File: src/rtl/retire_wide_if.sv
// retire_wide_if
//   Store-commit memory port of the retire stage. Retired stores leave the
//   internal store FIFO through this valid/ready handshake.
//
//   Signals:
//     st_valid  FIFO head holds a committed store
//     st_ready  memory accepts the store at the head this cycle
//     st_tag    ROB tag of the store at the FIFO head
//     st_size   store size in bytes (1/2/4/8)
//
//   Modports:
//     master  the retire stage (drives valid/tag/size, samples ready)
//     slave   the memory side (drives ready)
interface retire_wide_if #(
  parameter int TAG_W = 6
) ();

  logic             st_valid;
  logic             st_ready;
  logic [TAG_W-1:0] st_tag;
  logic [3:0]       st_size;

  modport master (
    output st_valid,
    output st_tag,
    output st_size,
    input  st_ready
  );

  modport slave (
    input  st_valid,
    input  st_tag,
    input  st_size,
    output st_ready
  );

endinterface

File: src/rtl/retire_wide.sv
// retire_wide
//   In-order commit stage. Each cycle it retires the longest ready prefix of
//   the WIDTH oldest ROB entries (slot 0 is the oldest), writes their results
//   to the architectural register file, pops the ROB and LSQ, queues at most
//   one retired store into a small store-commit FIFO, and sequences
//   jump/mispredict redirects through a RUN -> FLUSH -> RECOVER machine.
//
//   Ports:
//     clk            clock, all state updates on the rising edge
//     reset          asynchronous, active-low reset
//     retire_stall   blocks all retirement this cycle
//     head_*         per-slot ROB head entry fields (ready, tag, rd, value,
//                    pc, regwr, store, jalr, mispredict, st_size)
//     rob_pop        number of entries retired this cycle (combinational)
//     lsq_pop        LSQ head popped this cycle (combinational)
//     rf_we/rd/value registered register-file write port, one per slot
//     st_port        store-commit memory handshake (retire_wide_if.master)
//     flush          one-cycle redirect pulse
//     jump_to        redirect target, meaningful while flush is high
//     retired_cnt    running count of retired instructions (wraps)
module retire_wide #(
  parameter int WIDTH    = 2,
  parameter int TAG_W    = 6,
  parameter int XLEN     = 64,
  parameter int SQ_DEPTH = 4
) (
  input  logic                         clk,
  input  logic                         reset,
  input  logic                         retire_stall,
  input  logic [WIDTH-1:0]             head_ready,
  input  logic [WIDTH*TAG_W-1:0]       head_tag,
  input  logic [WIDTH*5-1:0]           head_rd,
  input  logic [WIDTH*XLEN-1:0]        head_value,
  input  logic [WIDTH*XLEN-1:0]        head_pc,
  input  logic [WIDTH-1:0]             head_regwr,
  input  logic [WIDTH-1:0]             head_store,
  input  logic [WIDTH-1:0]             head_jalr,
  input  logic [WIDTH-1:0]             head_mispredict,
  input  logic [WIDTH*4-1:0]           head_st_size,
  output logic [$clog2(WIDTH+1)-1:0]   rob_pop,
  output logic                         lsq_pop,
  output logic [WIDTH-1:0]             rf_we,
  output logic [WIDTH*5-1:0]           rf_rd,
  output logic [WIDTH*XLEN-1:0]        rf_value,
  retire_wide_if.master                st_port,
  output logic                         flush,
  output logic [XLEN-1:0]              jump_to,
  output logic [63:0]                  retired_cnt
);

  localparam int CNT_W = $clog2(WIDTH + 1);
  localparam int PTR_W = $clog2(SQ_DEPTH);

  typedef enum logic [1:0] {
    ST_RUN,
    ST_FLUSH,
    ST_RECOVER
  } state_t;

  state_t state_q;
  state_t state_d;

  // Retire decision signals
  logic [WIDTH-1:0] retire;
  logic             store_hit;
  logic [TAG_W-1:0] push_tag;
  logic [3:0]       push_size;
  logic             redir_hit;
  logic [XLEN-1:0]  redir_target;

  // Store-commit FIFO storage and bookkeeping
  logic [TAG_W-1:0] sq_tag  [SQ_DEPTH];
  logic [3:0]       sq_size [SQ_DEPTH];
  logic [PTR_W-1:0] sq_wr_ptr;
  logic [PTR_W-1:0] sq_rd_ptr;
  logic [PTR_W:0]   sq_count;
  logic             sq_full;
  logic             sq_valid;
  logic             sq_push;
  logic             sq_pop;

  // Fullness is judged on the count at the start of the cycle, so a pop in
  // the same cycle never makes room for a store retiring in that cycle.
  assign sq_full  = (sq_count == (PTR_W+1)'(SQ_DEPTH));
  assign sq_valid = (sq_count != '0);
  assign sq_push  = store_hit;
  assign sq_pop   = sq_valid && st_port.st_ready;

  // Walk the slots oldest-first and retire the longest legal prefix. The
  // walk stops at the first slot that is not ready, at a second store (or a
  // store while the FIFO is full), and right after a redirecting slot.
  always_comb begin
    logic go;
    retire       = '0;
    rob_pop      = '0;
    store_hit    = 1'b0;
    push_tag     = '0;
    push_size    = '0;
    redir_hit    = 1'b0;
    redir_target = '0;
    go           = (state_q == ST_RUN) && !retire_stall;
    for (int i = 0; i < WIDTH; i++) begin
      if (go && head_ready[i] && !(head_store[i] && (store_hit || sq_full))) begin
        retire[i] = 1'b1;
        rob_pop   = rob_pop + CNT_W'(1);
        if (head_store[i]) begin
          store_hit = 1'b1;
          push_tag  = head_tag[i*TAG_W +: TAG_W];
          push_size = head_st_size[i*4 +: 4];
        end
        if (head_jalr[i] || head_mispredict[i]) begin
          redir_hit    = 1'b1;
          redir_target = head_value[i*XLEN +: XLEN];
          go           = 1'b0;
        end
      end else begin
        go = 1'b0;
      end
    end
  end

  assign lsq_pop = store_hit;

  // Redirect sequencer: a retired redirect costs one FLUSH cycle (the
  // redirect pulse) and one RECOVER cycle while the ROB/LSQ empty out.
  always_ff @(posedge clk or negedge reset) begin
    if (!reset) begin
      state_q <= ST_RUN;
    end else begin
      state_q <= state_d;
    end
  end

  always_comb begin
    state_d = state_q;
    unique case (state_q)
      ST_RUN:     if (redir_hit) state_d = ST_FLUSH;
      ST_FLUSH:   state_d = ST_RECOVER;
      ST_RECOVER: state_d = ST_RUN;
      default:    state_d = ST_RUN;
    endcase
  end

  assign flush = (state_q == ST_FLUSH);

  // Redirect target is captured in the redirect cycle and shown alongside
  // the flush pulse in the next one.
  always_ff @(posedge clk or negedge reset) begin
    if (!reset) begin
      jump_to <= '0;
    end else if (redir_hit) begin
      jump_to <= redir_target;
    end
  end

  // Register-file write port. Enables are recomputed every cycle so they
  // drop to zero after a cycle with no retirement; address/data only move
  // for retiring slots. Jumps write their link address pc+4.
  always_ff @(posedge clk or negedge reset) begin
    if (!reset) begin
      rf_we    <= '0;
      rf_rd    <= '0;
      rf_value <= '0;
    end else begin
      for (int i = 0; i < WIDTH; i++) begin
        rf_we[i] <= retire[i] && head_regwr[i] && (head_rd[i*5 +: 5] != 5'd0);
        if (retire[i]) begin
          rf_rd[i*5 +: 5] <= head_rd[i*5 +: 5];
          rf_value[i*XLEN +: XLEN] <= head_jalr[i]
                                      ? head_pc[i*XLEN +: XLEN] + XLEN'(4)
                                      : head_value[i*XLEN +: XLEN];
        end
      end
    end
  end

  // Instruction counter; wraps naturally at 2^64.
  always_ff @(posedge clk or negedge reset) begin
    if (!reset) begin
      retired_cnt <= '0;
    end else begin
      retired_cnt <= retired_cnt + 64'(rob_pop);
    end
  end

  // Store-commit FIFO. A push can never hit a full FIFO because the retire
  // walk refuses stores while full. Redirects leave it alone so committed
  // stores always reach memory; only reset discards them.
  always_ff @(posedge clk or negedge reset) begin
    if (!reset) begin
      sq_wr_ptr <= '0;
      sq_rd_ptr <= '0;
      sq_count  <= '0;
      for (int i = 0; i < SQ_DEPTH; i++) begin
        sq_tag[i]  <= '0;
        sq_size[i] <= '0;
      end
    end else begin
      if (sq_push) begin
        sq_tag[sq_wr_ptr]  <= push_tag;
        sq_size[sq_wr_ptr] <= push_size;
        sq_wr_ptr          <= sq_wr_ptr + PTR_W'(1);
      end
      if (sq_pop) begin
        sq_rd_ptr <= sq_rd_ptr + PTR_W'(1);
      end
      unique case ({sq_push, sq_pop})
        2'b10:   sq_count <= sq_count + (PTR_W+1)'(1);
        2'b01:   sq_count <= sq_count - (PTR_W+1)'(1);
        default: sq_count <= sq_count;
      endcase
    end
  end

  // Head fields come straight from storage so they hold steady while the
  // memory side back-pressures.
  assign st_port.st_valid = sq_valid;
  assign st_port.st_tag   = sq_tag[sq_rd_ptr];
  assign st_port.st_size  = sq_size[sq_rd_ptr];

endmodule

File: src/flat_wrapper.sv
// flat-port wrapper written by rule: the top's interface ports become plain ports
module retire_wide_flat 
#(
  parameter int WIDTH    = 2,
  parameter int TAG_W    = 6,
  parameter int XLEN     = 64,
  parameter int SQ_DEPTH = 4
)
  (clk, reset, retire_stall, head_ready, head_tag, head_rd, head_value, head_pc, head_regwr, head_store, head_jalr, head_mispredict, head_st_size, rob_pop, lsq_pop, rf_we, rf_rd, rf_value, flush, jump_to, retired_cnt, st_port_st_valid, st_port_st_tag, st_port_st_size, st_port_st_ready);
  retire_wide_if #(.TAG_W(TAG_W)) st_port_i ();
  input  logic clk;
  input  logic reset;
  input  logic retire_stall;
  input  logic [WIDTH-1:0] head_ready;
  input  logic [WIDTH*TAG_W-1:0] head_tag;
  input  logic [WIDTH*5-1:0] head_rd;
  input  logic [WIDTH*XLEN-1:0] head_value;
  input  logic [WIDTH*XLEN-1:0] head_pc;
  input  logic [WIDTH-1:0] head_regwr;
  input  logic [WIDTH-1:0] head_store;
  input  logic [WIDTH-1:0] head_jalr;
  input  logic [WIDTH-1:0] head_mispredict;
  input  logic [WIDTH*4-1:0] head_st_size;
  output logic [$clog2(WIDTH+1)-1:0] rob_pop;
  output logic lsq_pop;
  output logic [WIDTH-1:0] rf_we;
  output logic [WIDTH*5-1:0] rf_rd;
  output logic [WIDTH*XLEN-1:0] rf_value;
  output logic flush;
  output logic [XLEN-1:0] jump_to;
  output logic [63:0] retired_cnt;
  output wire logic [$bits(st_port_i.st_valid)-1:0] st_port_st_valid;
  output wire logic [$bits(st_port_i.st_tag)-1:0] st_port_st_tag;
  output wire logic [$bits(st_port_i.st_size)-1:0] st_port_st_size;
  input wire logic [$bits(st_port_i.st_ready)-1:0] st_port_st_ready;
  assign st_port_st_valid = st_port_i.st_valid;
  assign st_port_st_tag = st_port_i.st_tag;
  assign st_port_st_size = st_port_i.st_size;
  assign st_port_i.st_ready = st_port_st_ready;
  retire_wide #(.WIDTH(WIDTH), .TAG_W(TAG_W), .XLEN(XLEN), .SQ_DEPTH(SQ_DEPTH)) u_core (.clk(clk), .reset(reset), .retire_stall(retire_stall), .head_ready(head_ready), .head_tag(head_tag), .head_rd(head_rd), .head_value(head_value), .head_pc(head_pc), .head_regwr(head_regwr), .head_store(head_store), .head_jalr(head_jalr), .head_mispredict(head_mispredict), .head_st_size(head_st_size), .rob_pop(rob_pop), .lsq_pop(lsq_pop), .rf_we(rf_we), .rf_rd(rf_rd), .rf_value(rf_value), .st_port(st_port_i), .flush(flush), .jump_to(jump_to), .retired_cnt(retired_cnt));
endmodule
File: config.mk
export PLATFORM = sky130hd
export DESIGN_NAME = retire_wide_flat
export DESIGN_NICKNAME = d
export VERILOG_FILES = /design/src/rtl/retire_wide_if.sv /design/src/rtl/retire_wide.sv /design/src/flat_wrapper.sv
export SDC_FILE = /design/constraint.sdc
export NUM_CORES = 1
export LEC_CHECK = 0
export BUFFER_PORTS_ARGS = -buffer_cell sky130_fd_sc_hd__buf_2
export CORE_AREA = 2 2 228 230
export DETAILED_ROUTE_END_ITERATION = 6
export DIE_AREA = 0 0 230 232
export PLACE_DENSITY_LB_ADDON = 0.12
export SLEW_MARGIN = 20
export SYNTH_ARGS = -nofsm -noshare
export SYNTH_HDL_FRONTEND = slang
export SYNTH_SLANG_ARGS = --single-unit
File: constraint.sdc
create_clock -name clk -period 5.55 [get_ports clk]
set_clock_uncertainty 0.1 [all_clocks]
set_input_delay 0.2775 -clock clk [delete_from_list [all_inputs] [get_ports clk]]
set_output_delay 0.2775 -clock clk [all_outputs]
set_load 0.05 [all_outputs]
Word level (Yosys, flattened, before mapping)
Cells that the tools add are included.

Memory bits (writable): 0. Bits of input ports: 300. Memory bits (read-only): 0. Logic and storage cells: 104. Memories kept: 0. Bits in latches: 0. Bits in registers: 317.

Multiplexer cells: 43. Reductions and logical operators: 24. Bitwise logic cells: 2. Equality and inequality tests: 5. Divide/modulo/power cells: 0. $add $sub $neg: 8. Shift-type cells: 0. Order comparisons: 3. $mul: 0.

Operators by type and width (number): $mux 64 (6); $add 64x3->64 const B (2); $add 64x2->64 (1); $mux 6 (7); $mux 4 (7); $bwmux 24 (1); $bwmux 16 (1); $logic_and 1x1->1 (13); $mux 1 (13); $bmux 6 s2 (1); $demux 6 s2 (1); $reduce_bool 5->1 (2); $bmux 4 s2 (1); $demux 4 s2 (1); $add 2x1->2 const B (3); $ge 3x3->1 const B (2); $not 2->3 (2); $pmux 3 s2 (1); $eq 2x1->1 const B (2); $mux 2 (2); $pmux 2 s2 (1); $add 3x1->3 const B (1); $eq 3x3->1 const B (1); $logic_not 1->1 (3); other kinds (8) (10).

Depth between registers and ports, before layout
Depth after elaboration: 12. Depth in mapped cells: 16.

Worst setup path after synthesis
No wires, ideal clock.

Kind: register -> register. From: reg u_core.state_q[1]. To: reg u_core.retired_cnt[54]. Setup time: 82 ps. Stages on the path, launching flop included: 16. Setup slack: 979 ps. Arrival: 4389 ps. Data required time: 5368 ps. Path through: dfrtp_1 > or4b_4 > or4b_1 > or2_1 > inv_2 > buf_2 > ha_1 > ha_1 > inv_1 > fa_1 > nand2b_1 > nor2_1 > nand3_1 > or4_1 > nor3_1 > xor2_1.

Word-level cells in the longest chain between the ends: 11.

RTL lines: start: declaration (line retire_wide.sv:60) `state_t state_q;`; start signal: assignment (line retire_wide.sv:130) `state_q <= state_d;`; $logic_not 2->1 * (line retire_wide.sv:101) `go = (state_q == ST_RUN) && !retire_stall;`; $logic_and 1x1->1 * (line retire_wide.sv:101); parallel branches: the longest is 7 deep, another holds $add 2x1->2; $mux 2 * (line retire_wide.sv:103) `if (go && head_ready[i] && !(head_store[i] && (store_hit || sq_full))) begin`; named net rob_pop[0] (line flat_wrapper.sv:24) `output logic [$clog2(WIDTH+1)-1:0] rob_pop;`; $add 64x2->64 * (line retire_wide.sv:182) `retired_cnt <= retired_cnt + 64'(rob_pop);`; end signal: assignment (line retire_wide.sv:182); end: declaration (line retire_wide.sv:48) `output logic [63:0] retired_cnt`.

Mark *: on every way through the listed nets, which the timed path passes. A chain may end at the register's enable or synchronous reset.

Worst setup path after layout
From: reg u_core.state_q[1]. To: reg u_core.retired_cnt[54].

Word-level cells in the longest chain between the ends: 11.

RTL lines (line): $logic_not 2->1 * (retire_wide.sv:101); $logic_and 1x1->1 * (retire_wide.sv:101); parallel branches: the longest is 7 deep, another holds $add 2x1->2; $mux 2 * (retire_wide.sv:103); $add 64x2->64 * (retire_wide.sv:182).

Every way passes the cells marked *.

==> results_dict.tcl <==
set metrics [dict create \
    areaGrowthSynthToFinish_pct 41.5 \
    critical_path_required_ns 5.93 \
    portBuffers 582 \
    cp_max_fo 4 \
    critPathLaunchType "register" \
    switching_power_mw 4.62 \
    irDropWorstVdd_uv 279 \
    crit_top_cell "ha_1" \
    fp.dieArea_sq_mm 0.0534 \
    setup_viol 0 \
    synthesis.area_sq_mm 0.0170 \
    fin_tns_setup_ns 0 \
    post-route-min-period_ns 4.40 \
    dieWidth_um 230 \
    p_seq_share_pct 32.3 \
    drt_first_pass_iters 5 \
    overflow 0 \
    critical_path_class "register to register" \
    routed_wl_um 73300 \
    cp.buffers_inverters 2 \
    die_h_um 232 \
    r2r_cells 14 \
    synth_nets 2192 \
    nets 2958 \
    holdWs_ns 0.0225 \
    grt_pass1_vias 17713 \
    pre_cts_ws_ns 1.17 \
    yosys_warnings 0 \
    drt.antenna.violating_nets 0 \
    h-tree-depth 2 \
    grt_pass1_wl_um 109000 \
    clkPwrFrac_pct 25.3 \
    viasPerCell 5.22 \
    avgSynthCellArea_sq_um 9.05 \
    start_util_pct 33.4 \
    period_share_pct 79.3 \
    vias 17533 \
    top_level_ports 583 \
    holdPathStages 3 \
    core_sq_mm 0.0509 \
    cp.arrival_ns 4.79 \
    crit_slowest_cell "or4_1" \
    grt_setup_unrepaired "no" \
    worst_pin_slew_ns 0.994 \
    synth_cells 1880 \
    intPower_mw 5.67 \
    synth_edf_count 0 \
    cpPeakStageDelay_ns 0.64 \
    hold_viol 0 \
    leakagePower_nw 11.3 \
    grt_use_total_pct 26.9 \
    clock_latency_ns 0.56 \
    fin_ws_ns 1.15 \
    antenna_found_initial 7 \
    post_cts_buffers 0 \
    drv_cap 0 \
    ys_seq_elements 317 \
    synth.distinct_cells 53 \
    outcome "finished clean" \
    powerDensity_mw_per_mm2 427 \
    cts.clk_slew.worst_paths_ns 0.06 \
    maxSlewViolCount 0 \
    grt_max_degree 134 \
    ys_async_sr_fraction_pct 100 \
    yosysSeqAreaShare_pct 46.6 \
    pwr-share-comb_pct 42.4 \
    layout_common_cells "buf_2 (579), nand2_1 (323), dfrtp_1 (317)" \
    cts.sinks 317 \
    drc 0 \
    globalplace.congestion 0.912 \
    power_mw 10.3 \
    cpLargestDelayFamily "simple AND/OR/NAND/NOR gates" \
    cts_tree "done" \
    rows 83 \
    timing.fmax_ghz 0.227 \
    clockBufferDepth 3 \
    worst-path-stages 14 \
    crit_chain "or4b_4 -> or4b_1 -> or2_4 -> inv_2 -> ha_1 -> ha_1 -> inv_1 -> fa_1 -> nand2b_1 -> nor2_1 -> nand3_1 -> or4_1 -> nor3_1 -> xor2_1" \
    cts_buffers 41 \
    drive_above_1_share_pct 26.5 \
    drt_iter0_drc 1157 \
    layout_commonest_cell "buf_2" \
    swShare_pct 44.9 \
    endpoint_kind "register" \
    cts_root_buffer "clkbuf_16" \
    wl_per_cell_um 21.8 \
    relSlewSlack_pct 33.6 \
    place_hpwl_um 55100 \
    hp-class "input pin to register" \
    synth_ff_type "dfrtp_1" \
    cts_resized 0 \
]
==> repair_timing <==
item                                    in CTS  in global routing
hold buffers                               232                  0
endpoints found under the hold margin      256                  0
endpoints found under the setup margin       0                  0
==> power groups by stage <==
stage	registers, mW	clock network, mW	logic, mW
after global routing	3.41	2.79	4.60
after global placement	3.33	0	4.04
after detailed placement	3.35	0	4.06
after floorplan	5.19	0	0.918
after CTS	3.32	2.68	4.37
final	3.32	2.60	4.37
==> synth_stat cells (16+ instances only) <==
| cell | count | share of area [%] |
|---|---|---|
| inv_1 | 31 | 0.68 |
| or4_1 | 16 | 0.71 |
| nor2_1 | 120 | 2.6 |
| nor3b_2 | 27 | 2.0 |
| clkbuf_1 | 80 | 1.8 |
| a21oi_1 | 73 | 2.1 |
| nor3b_1 | 34 | 1.5 |
| and4_1 | 16 | 0.82 |
| or3_1 | 17 | 0.63 |
| nand3_1 | 69 | 2.0 |
| o21ai_1 | 44 | 1.3 |
| nand4_1 | 56 | 2.1 |
| and3_1 | 30 | 1.1 |
| nor4_1 | 23 | 0.85 |
| a31oi_1 | 77 | 2.8 |
| a21o_1 | 39 | 1.7 |
| xnor2_1 | 98 | 5.0 |
| dfrtp_1 | 317 | 47 |
| o21ai_0 | 151 | 4.4 |
| nor3_1 | 42 | 1.2 |
| xor2_1 | 67 | 3.5 |
| nand2_1 | 323 | 7.1 |
==> worst min-delay path: cells and delay by family <==
kind                   cells  cell delay [ns]
AND/OR/NAND/NOR            1             0.13
buffers and inverters      1             0.12
AO/OA/AOI/OAI              1             0.10
==> logic make-up (layout without fill, tap and decap cells) <==
kind of cell	after synthesis	after routing	share of synthesized area, %
AOI/OAI and AO/OA	421	421	14.1
DFF	317	317	46.6
other	0	4	0
and+or+nand+nor	799	799	23.8
buffers and inverters	141	937	3.78
xor gates and xnor gates	165	165	8.50
muxes	24	24	2.15
adders and majority gates	13	13	1.03
==> final timing paths <==
| kind | start | to | slack, ns |
|---|---|---|---|
| setup / recovery | u_core.state_q[1] | u_core.retired_cnt[54] | 1.15 |
| hold reg to reg | u_core.state_q[1] | u_core.state_q[1] | 0.36 |
| max in group asynchronous | reset | u_core.rf_value[108] | 3.83 |
| hold / removal | head_value[24] | u_core.jump_to[24] | 0.02 |
| min in group asynchronous | reset | u_core.sq_tag[12] | 0.19 |
| setup reg to reg | u_core.state_q[1] | u_core.retired_cnt[54] | 1.15 |
==> area by class of cell <==
type | instances | area (sq um)
Tap cell | 680 | 851
Clock inverter | 9 | 76.3
Multi-Input combinational cell | 1422 | 8470
Sequential cell | 317 | 7930
Timing Repair Buffer | 832 | 5400
Antenna cell | 4 | 10.0
Inverter | 32 | 120
Fill cell | 5045 | 26800
Clock buffer | 64 | 1210
==> registers in the layout (all words and copies together), names as in the netlist <==
register	count
u_core.state_q	2
u_core.rf_rd	10
u_core.sq_rd_ptr	2
u_core.rf_we	2
u_core.sq_size	16
u_core.jump_to	64
u_core.sq_wr_ptr	2
u_core.retired_cnt	64
u_core.sq_tag	24
u_core.sq_count	3
u_core.rf_value	128
==> stage by stage <==
stage	util, %	area (sq um)	cells
after detailed placement	40.2	20400	3051
final	47.3	24100	3360
after global routing	47.3	24100	3358
after CTS	47.3	24100	3356
after global placement	40.2	20400	3051
after floorplan	-	17000	1880
==> layer usage <==
| layer | vias up | track usage (%) | share of wire [%] |
|---|---|---|---|
| met1 | 8530 | 31.6 | 39 |
| met2 | 647 | 46.5 | 49 |
| li1 | 8197 | - | - |
| met3 | 151 | 7.07 | 7.3 |
| met5 | - | 0 | 0.070 |
| met4 | 8 | 11.4 | 4.3 |
No activity file was read; power rests on OpenSTA's default activity.
